===== src/rtl/traffic_intersection_ctrl.sv =====
// Two-road intersection sequencer: NS main road, EW side road, pedestrian walk phase.
// Lamps, walk, ped_wait and phase are registered Moore decodes of the state register.
module traffic_intersection_ctrl #(
  parameter int CNT_W      = 8,
  parameter int GREEN_CYC  = 8,
  parameter int YELLOW_CYC = 3,
  parameter int ALLRED_CYC = 2,
  parameter int WALK_CYC   = 6
) (
  input  logic       clk,
  input  logic       reset,
  input  logic       ew_sensor,
  input  logic       ped_req,
  output logic       ns_red,
  output logic       ns_yellow,
  output logic       ns_green,
  output logic       ew_red,
  output logic       ew_yellow,
  output logic       ew_green,
  output logic       walk,
  output logic       ped_wait,
  output logic [2:0] phase
);

  typedef enum logic [2:0] {
    S_NS_GREEN  = 3'd0,
    S_NS_YELLOW = 3'd1,
    S_ALL_RED_A = 3'd2,
    S_EW_GREEN  = 3'd3,
    S_EW_YELLOW = 3'd4,
    S_ALL_RED_B = 3'd5,
    S_PED_WALK  = 3'd6
  } state_t;

  localparam logic [CNT_W-1:0] GREEN_LAST  = CNT_W'(GREEN_CYC - 1);
  localparam logic [CNT_W-1:0] YELLOW_LAST = CNT_W'(YELLOW_CYC - 1);
  localparam logic [CNT_W-1:0] ALLRED_LAST = CNT_W'(ALLRED_CYC - 1);
  localparam logic [CNT_W-1:0] WALK_LAST   = CNT_W'(WALK_CYC - 1);

  // Lamp vector order: {ns_red, ns_yellow, ns_green, ew_red, ew_yellow, ew_green, walk}
  localparam logic [6:0] L_NS_GREEN  = 7'b0011000;
  localparam logic [6:0] L_NS_YELLOW = 7'b0101000;
  localparam logic [6:0] L_ALL_RED   = 7'b1001000;
  localparam logic [6:0] L_EW_GREEN  = 7'b1000010;
  localparam logic [6:0] L_EW_YELLOW = 7'b1000100;
  localparam logic [6:0] L_WALK      = 7'b1001001;

  state_t           r_state;
  state_t           w_state_next;
  logic [CNT_W-1:0] r_cnt;
  logic [CNT_W-1:0] w_cnt_next;
  logic             r_next_dir_ew;
  logic             w_next_dir_ew_next;
  logic             r_ped_pending;
  logic             w_ped_pending_next;
  logic [6:0]       r_lamps;
  logic [6:0]       w_lamps_next;
  logic [2:0]       r_phase;

  function automatic logic [6:0] lamps_of(input state_t s);
    case (s)
      S_NS_GREEN:  lamps_of = L_NS_GREEN;
      S_NS_YELLOW: lamps_of = L_NS_YELLOW;
      S_ALL_RED_A: lamps_of = L_ALL_RED;
      S_EW_GREEN:  lamps_of = L_EW_GREEN;
      S_EW_YELLOW: lamps_of = L_EW_YELLOW;
      S_ALL_RED_B: lamps_of = L_ALL_RED;
      S_PED_WALK:  lamps_of = L_WALK;
      default:     lamps_of = L_NS_GREEN;
    endcase
  endfunction

  always_comb begin
    w_state_next       = r_state;
    w_cnt_next         = r_cnt + 1'b1;
    w_next_dir_ew_next = r_next_dir_ew;
    case (r_state)
      S_NS_GREEN: begin
        // NS holds green with a saturated counter until demand shows up.
        if (r_cnt >= GREEN_LAST) begin
          w_cnt_next = GREEN_LAST;
          if (ew_sensor || r_ped_pending) w_state_next = S_NS_YELLOW;
        end
      end
      S_NS_YELLOW: if (r_cnt >= YELLOW_LAST) w_state_next = S_ALL_RED_A;
      S_ALL_RED_A: begin
        if (r_cnt >= ALLRED_LAST) begin
          if (r_ped_pending) begin
            w_state_next       = S_PED_WALK;
            w_next_dir_ew_next = 1'b1;
          end else begin
            w_state_next = S_EW_GREEN;
          end
        end
      end
      S_EW_GREEN:  if (r_cnt >= GREEN_LAST)  w_state_next = S_EW_YELLOW;
      S_EW_YELLOW: if (r_cnt >= YELLOW_LAST) w_state_next = S_ALL_RED_B;
      S_ALL_RED_B: begin
        if (r_cnt >= ALLRED_LAST) begin
          if (r_ped_pending) begin
            w_state_next       = S_PED_WALK;
            w_next_dir_ew_next = 1'b0;
          end else begin
            w_state_next = S_NS_GREEN;
          end
        end
      end
      S_PED_WALK: begin
        if (r_cnt >= WALK_LAST) w_state_next = r_next_dir_ew ? S_EW_GREEN : S_NS_GREEN;
      end
      default: w_state_next = S_NS_GREEN;
    endcase
    if (w_state_next != r_state) w_cnt_next = '0;
  end

  // Entering the walk serves the request, so the clear beats a same-edge set.
  always_comb begin
    w_ped_pending_next = r_ped_pending;
    if (r_state != S_PED_WALK && w_state_next == S_PED_WALK) begin
      w_ped_pending_next = 1'b0;
    end else if (ped_req && r_state != S_PED_WALK) begin
      w_ped_pending_next = 1'b1;
    end
  end

  assign w_lamps_next = lamps_of(w_state_next);

  always_ff @(posedge clk) begin
    if (reset) begin
      r_state       <= S_NS_GREEN;
      r_cnt         <= '0;
      r_next_dir_ew <= 1'b1;
      r_ped_pending <= 1'b0;
      r_lamps       <= L_NS_GREEN;
      r_phase       <= 3'd0;
    end else begin
      r_state       <= w_state_next;
      r_cnt         <= w_cnt_next;
      r_next_dir_ew <= w_next_dir_ew_next;
      r_ped_pending <= w_ped_pending_next;
      r_lamps       <= w_lamps_next;
      r_phase       <= w_state_next;
    end
  end

  assign {ns_red, ns_yellow, ns_green, ew_red, ew_yellow, ew_green, walk} = r_lamps;
  assign ped_wait = r_ped_pending;
  assign phase    = r_phase;

endmodule


===== config.mk =====
export PLATFORM = sky130hd
export DESIGN_NAME = traffic_intersection_ctrl
export DESIGN_NICKNAME = d
export VERILOG_FILES = /design/src/rtl/traffic_intersection_ctrl.sv
export SDC_FILE = /design/constraint.sdc
export NUM_CORES = 1
export LEC_CHECK = 0
export ABC_CLOCK_PERIOD_IN_PS = 5600
export BUFFER_PORTS_ARGS = -buffer_cell sky130_fd_sc_hd__buf_2
export CORE_MARGIN = 8
export CORE_UTILIZATION = 58
export CTS_CLUSTER_DIAMETER = 40
export DETAILED_ROUTE_END_ITERATION = 12
export PLACE_DENSITY = 0.89
export SETUP_SLACK_MARGIN = 0.05
export SKIP_CTS_REPAIR_TIMING = 1
export SYNTH_ARGS = -nofsm -noshare
export SYNTH_HDL_FRONTEND = slang
export SYNTH_SLANG_ARGS = --single-unit

===== constraint.sdc =====
create_clock -name clk -period 5.6 [get_ports clk]
set_clock_uncertainty 0.05 [all_clocks]
set_input_delay 0.56 -clock clk [delete_from_list [all_inputs] [get_ports clk]]
set_output_delay 0.56 -clock clk [all_outputs]
set_load 0.01 [all_outputs]

# Word level (Yosys, flattened, before mapping)
# Cells that the tools add are included.
# word_totals
reg_bits	20
in_bits	4
output_inout_bits	11
word_cells	57
# classes
n_addsub	1
order_cmp	4
eq_ne	18
mux	20
n_reduce_logical	9
# ops
cell	n
$pmux 7 s5	1
$mux 3	10
$pmux 3 s7	1
$eq 3x3->1 const B	6
$ge 8x3->1 const B	2
$mux 8	2
$eq 3x2->1 const B	4
$add 8x1->8 const B	1
$ge 8x1->1 const B	1
$ge 8x2->1 const B	1
$ne 2x2->1 const B	4
$eq 3x1->1 const B	2
$reduce_or 2->1	3
$reduce_and 5->1	1
$mux 1	4
$logic_not 3->1	1
$ne 3x3->1	1
$ne 3x3->1 const B	1
$logic_and 1x1->1	2
$mux 2	1
$pmux 1 s2	1
$reduce_bool 2->1	1
$logic_or 1x1->1	1

# Depth between registers and ports, before layout
# depth
ltp_word	7
ltp_mapped	8
mapped_depth_nobuf	8

# Least setup slack after synthesis
# OpenSTA, ideal clock, no wires.
# synth_path
kind	flip-flop to flip-flop
start	reg r_cnt[0]
end	reg r_lamps[4]
setup_ns	0.114
arrival_time_ns	1.634
t_required_ns	5.436
slack_ns	3.802
path_stages_with_launch	9
n_path_buf	0
synth_period_minus_slack_ns	1.798
cell_sequence	dfxtp_1 inv_1 ha_1 nor4_1 and2_4 mux2i_1 a41oi_2 and2_4 a21o_1
# synth_via
elab_chain_len	6
word_cells_on_any_way	20
cone_classes	4 x order compare; 6 x eq/ne; 9 x mux; 1 x reduce/logical
# synth_lines
item	line	rtl
start, declared	50	logic [CNT_W-1:0] r_cnt;
start signal, assigned	138	r_cnt <= w_cnt_next;
$ge 8x3->1, or another cell as far along	109	if (r_cnt >= WALK_LAST) w_state_next = r_next_dir_ew ? S_EW_GREEN : S_NS_GREEN;
$mux 3, or another cell as far along	109	
$pmux 3 s7 *	77	case (r_state)
$eq 3x3->1 or $eq 3x2->1 (tied branches)	61	case (s)
$reduce_or 2->1 (no line)	n/a	
$pmux 7 s5 *	61	
end signal, assigned	141	r_lamps <= w_lamps_next;
end, declared	56	logic [6:0] r_lamps;
# Every way passes the cells marked *; elsewhere a longest branch is shown, timed or not.
# A chain may end at the register's enable or synchronous reset.

# Worst setup path in the final report
# layout_path
start	reg r_cnt[1]
end	reg r_lamps[5]
# Same word-level chain as after synthesis.

==> metrics.cfg <==
[status]
status = completed

[synth]
synthSimpleGateAreaFrac_pct = 28.4
synth_compound_area_share_pct = 23.2
synth.area.top_cells = dfxtp_1, nor2_1, ha_1
synth_edf_count = 0
synth.distinct_cells = 48
synth.largest_area_cell = dfxtp_1
yosys.area_share.xor_xnor_pct = 1.62
yosysWarnings = 0
avgSynthCellArea_um2 = 9.63
ys_ff_latch = 20
synthFlopType = dfxtp_1
synthCells = 112
synthMuxAreaShare_pct = 0.928
ys_async_sr_fraction_pct = 0
synth_top_family_by_area = simple AND/OR/NAND/NOR gates
netlist_area_um2 = 1080
netlist.area_leader.share_pct = 37.1
synth_seq_area_share_pct = 37.1
yosys.area_share.adder_pct = 4.64

[pwr]
leakage_nw = 0.499
power_density_nw_per_um2 = 471
ir_drop_v = 0.000259

[min_path]
hp-class = primary input to register

[placed_design]
hpwl_mm = 1.83
place_congestion = 0.990
port-buffer-count = 14

[cts]
clock-sinks = 20
cts_tree = yes
numCtsBuffers = 3
path_clk_slew_ns = 0.11
clk_latency_ns = 0.30
clk_path_buf_depth = 2
clock-root-buffer = clkbuf_4
h-tree-depth = 1

[cells_and_area]
nets = 138
fin_util_pct = 69.8
layout_common_cells = dfxtp_1, nor2_1, buf_2
layout_commonest_cell = dfxtp_1
fill_cells = 136
antenna_cells = 0
multiInputGateArea_um2 = 649
drive_gt1_share_pct = 29.5
seq_area_um2 = 400
layout-area-overhead-vs-synth_pct = 13.0

[timing]
finalCritPeriodShare_pct = 37.3
slew_viol_final = 0
rsz0062_at_grt = false
max_clock_freq_ghz = 0.479
hold_viol = 0
period_needed_ns = 2.09
finalSetupViolations = 0
fin_tns_setup_ns = 0

[floorplanning]
num_rows = 15
die_y_um = 59.1
die_w_um = 59.1
initial_utilization_pct = 61.8
io_pins = 15
dieArea_um2 = 3500
core_um2 = 1750

[worst_setup_path]
cp-start-kind = register
crit_family = simple AND/OR/NAND/NOR gates
path_cells = inv_1 > ha_1 > nand2b_1 > a21oi_1 > o21ai_1 > and3_4 > and2_2 > nor3b_2
cp.buffers_inverters = 1
worstSetupPathType = register to register
crit_path_max_incr_delay_ns = 0.42
end_kind = register
cp_slowest_cell = dfxtp_1
critPathMaxFanout = 6
crit_arrival_ns = 2.24
cp.required_ns = 5.75

[job]
cap_viol_max_count = 0

[global_route]
grt_overflow = 0
grt_max_degree = 13
grt_pass1_vias = 865
track_usage_pct = 14.5
grt_pass1_wl_mm = 3.99
antenna_found_initial = 0

[detailed_routing]
first_pass_iters = 4
drc = 0
wl_per_cell_um = 15.3
vias = 898
viasPerCell = 5.83
drtIter0Drc = 36
routed_wl_mm = 2.36
ant_nets = 0

==> state kept, by name, indices dropped and copies added (netlist names) <==
| signal | cells |
|---|---|
| phase | 3 |
| r_cnt | 8 |
| r_next_dir_ew | 1 |
| r_lamps | 7 |
| ped_wait | 1 |
==> per-stage QoR <==
stage          total power [mW]  instances  setup WS, ns  hold WS [ns]  cell area (um2)
4_1_cts                   0.576        154          3.54         0.493             1220
6_report                  0.574        154          3.51         0.512             1220
3_3_place_gp              0.444        150          3.63         0.549             1170
2_1_floorplan             0.395        115          3.80         0.494             1090
3_5_place_dp              0.458        150          3.55         0.547             1170
5_1_grt                   0.613        154          3.39         0.519             1220
==> worst paths after layout <==
| kind | from | to | slack, ns | cells after the start |
|---|---|---|---|---|
| worst min register to register | r_cnt[0]$_SDFF_PP0_ | r_cnt[0]$_SDFF_PP0_ | 0.59 | 3 |
| worst max register to register | r_cnt[1]$_SDFF_PP0_ | r_lamps[5]$_SDFF_PP0_ | 3.51 | 8 |
| worst min-delay path | reset | r_lamps[1]$_SDFF_PP0_ | 0.51 | 2 |
| worst max-delay path | r_cnt[1]$_SDFF_PP0_ | r_lamps[5]$_SDFF_PP0_ | 3.51 | 8 |
==> worst register-to-register path, stage by stage, from the launching register on <==
cell,delay (ns)
dfxtp_1,0.42
inv_1,0.09
ha_1,0.21
nand2b_1,0.22
a21oi_1,0.31
o21ai_1,0.12
and3_4,0.23
and2_2,0.19
nor3b_2,0.15
==> layout make-up <==
| class | instances | share of cell area, % |
|---|---|---|
| repair buffers | 14 | 5.75 |
| clock buffers | 3 | 1.85 |
| flip-flops and latches | 20 | 32.9 |
| well taps | 25 | 2.57 |
| clock inverters | 1 | 2.46 |
| multi-input cells | 87 | 53.3 |
| inverters | 4 | 1.23 |
==> cells in the mapped netlist, types with 2 or more instances <==
| cell type | instances |
|---|---|
| dfxtp_1 | 20 |
| nor2_1 | 14 |
| a21oi_1 | 6 |
| nand2b_1 | 6 |
| a211oi_1 | 4 |
| ha_1 | 4 |
| inv_1 | 4 |
| nand2_1 | 4 |
| o21ai_0 | 3 |
| a211oi_2 | 2 |
| a21o_1 | 2 |
| and2_4 | 2 |
| buf_2 | 2 |
| nor3b_2 | 2 |
| o21ai_1 | 2 |
| or3_1 | 2 |
| xor2_1 | 2 |
==> logic make-up (layout without fill, tap and decap cells) <==
family | count (synthesis) | in the layout
XOR/XNOR | 2 | 2
buffers and inverters | 8 | 22
other | 1 | 4
multiplexers | 1 | 1
AO/OA/AOI/OAI | 31 | 31
AND/OR/NAND/NOR | 45 | 45
adder cells (fa/ha/maj) | 4 | 4
flip-flops | 20 | 20
==> metal layers <==
| layer | GRT usage, % | wire (um) | share of wire [%] | up-vias |
|---|---|---|---|---|
| met1 | 17.6 | 990 | 42 | 417 |
| li1 | - | - | - | 432 |
| met4 | 8.19 | 22 | 0.93 | 0 |
| met3 | 2.82 | 181 | 7.7 | 4 |
| met2 | 23.1 | 1160 | 49 | 45 |
| met5 | 0 | 0 | 0 | - |
==> power by group <==
| group | switching [mW] | internal [mW] | total (mW) |
|---|---|---|---|
| Clock | 0.0441 | 0.0723 | 0.116 |
| Combinational | 0.137 | 0.106 | 0.243 |
| Sequential | 0.0406 | 0.174 | 0.214 |
| Total | 0.222 | 0.352 | 0.574 |
No activity file was read; power rests on OpenSTA's default activity.
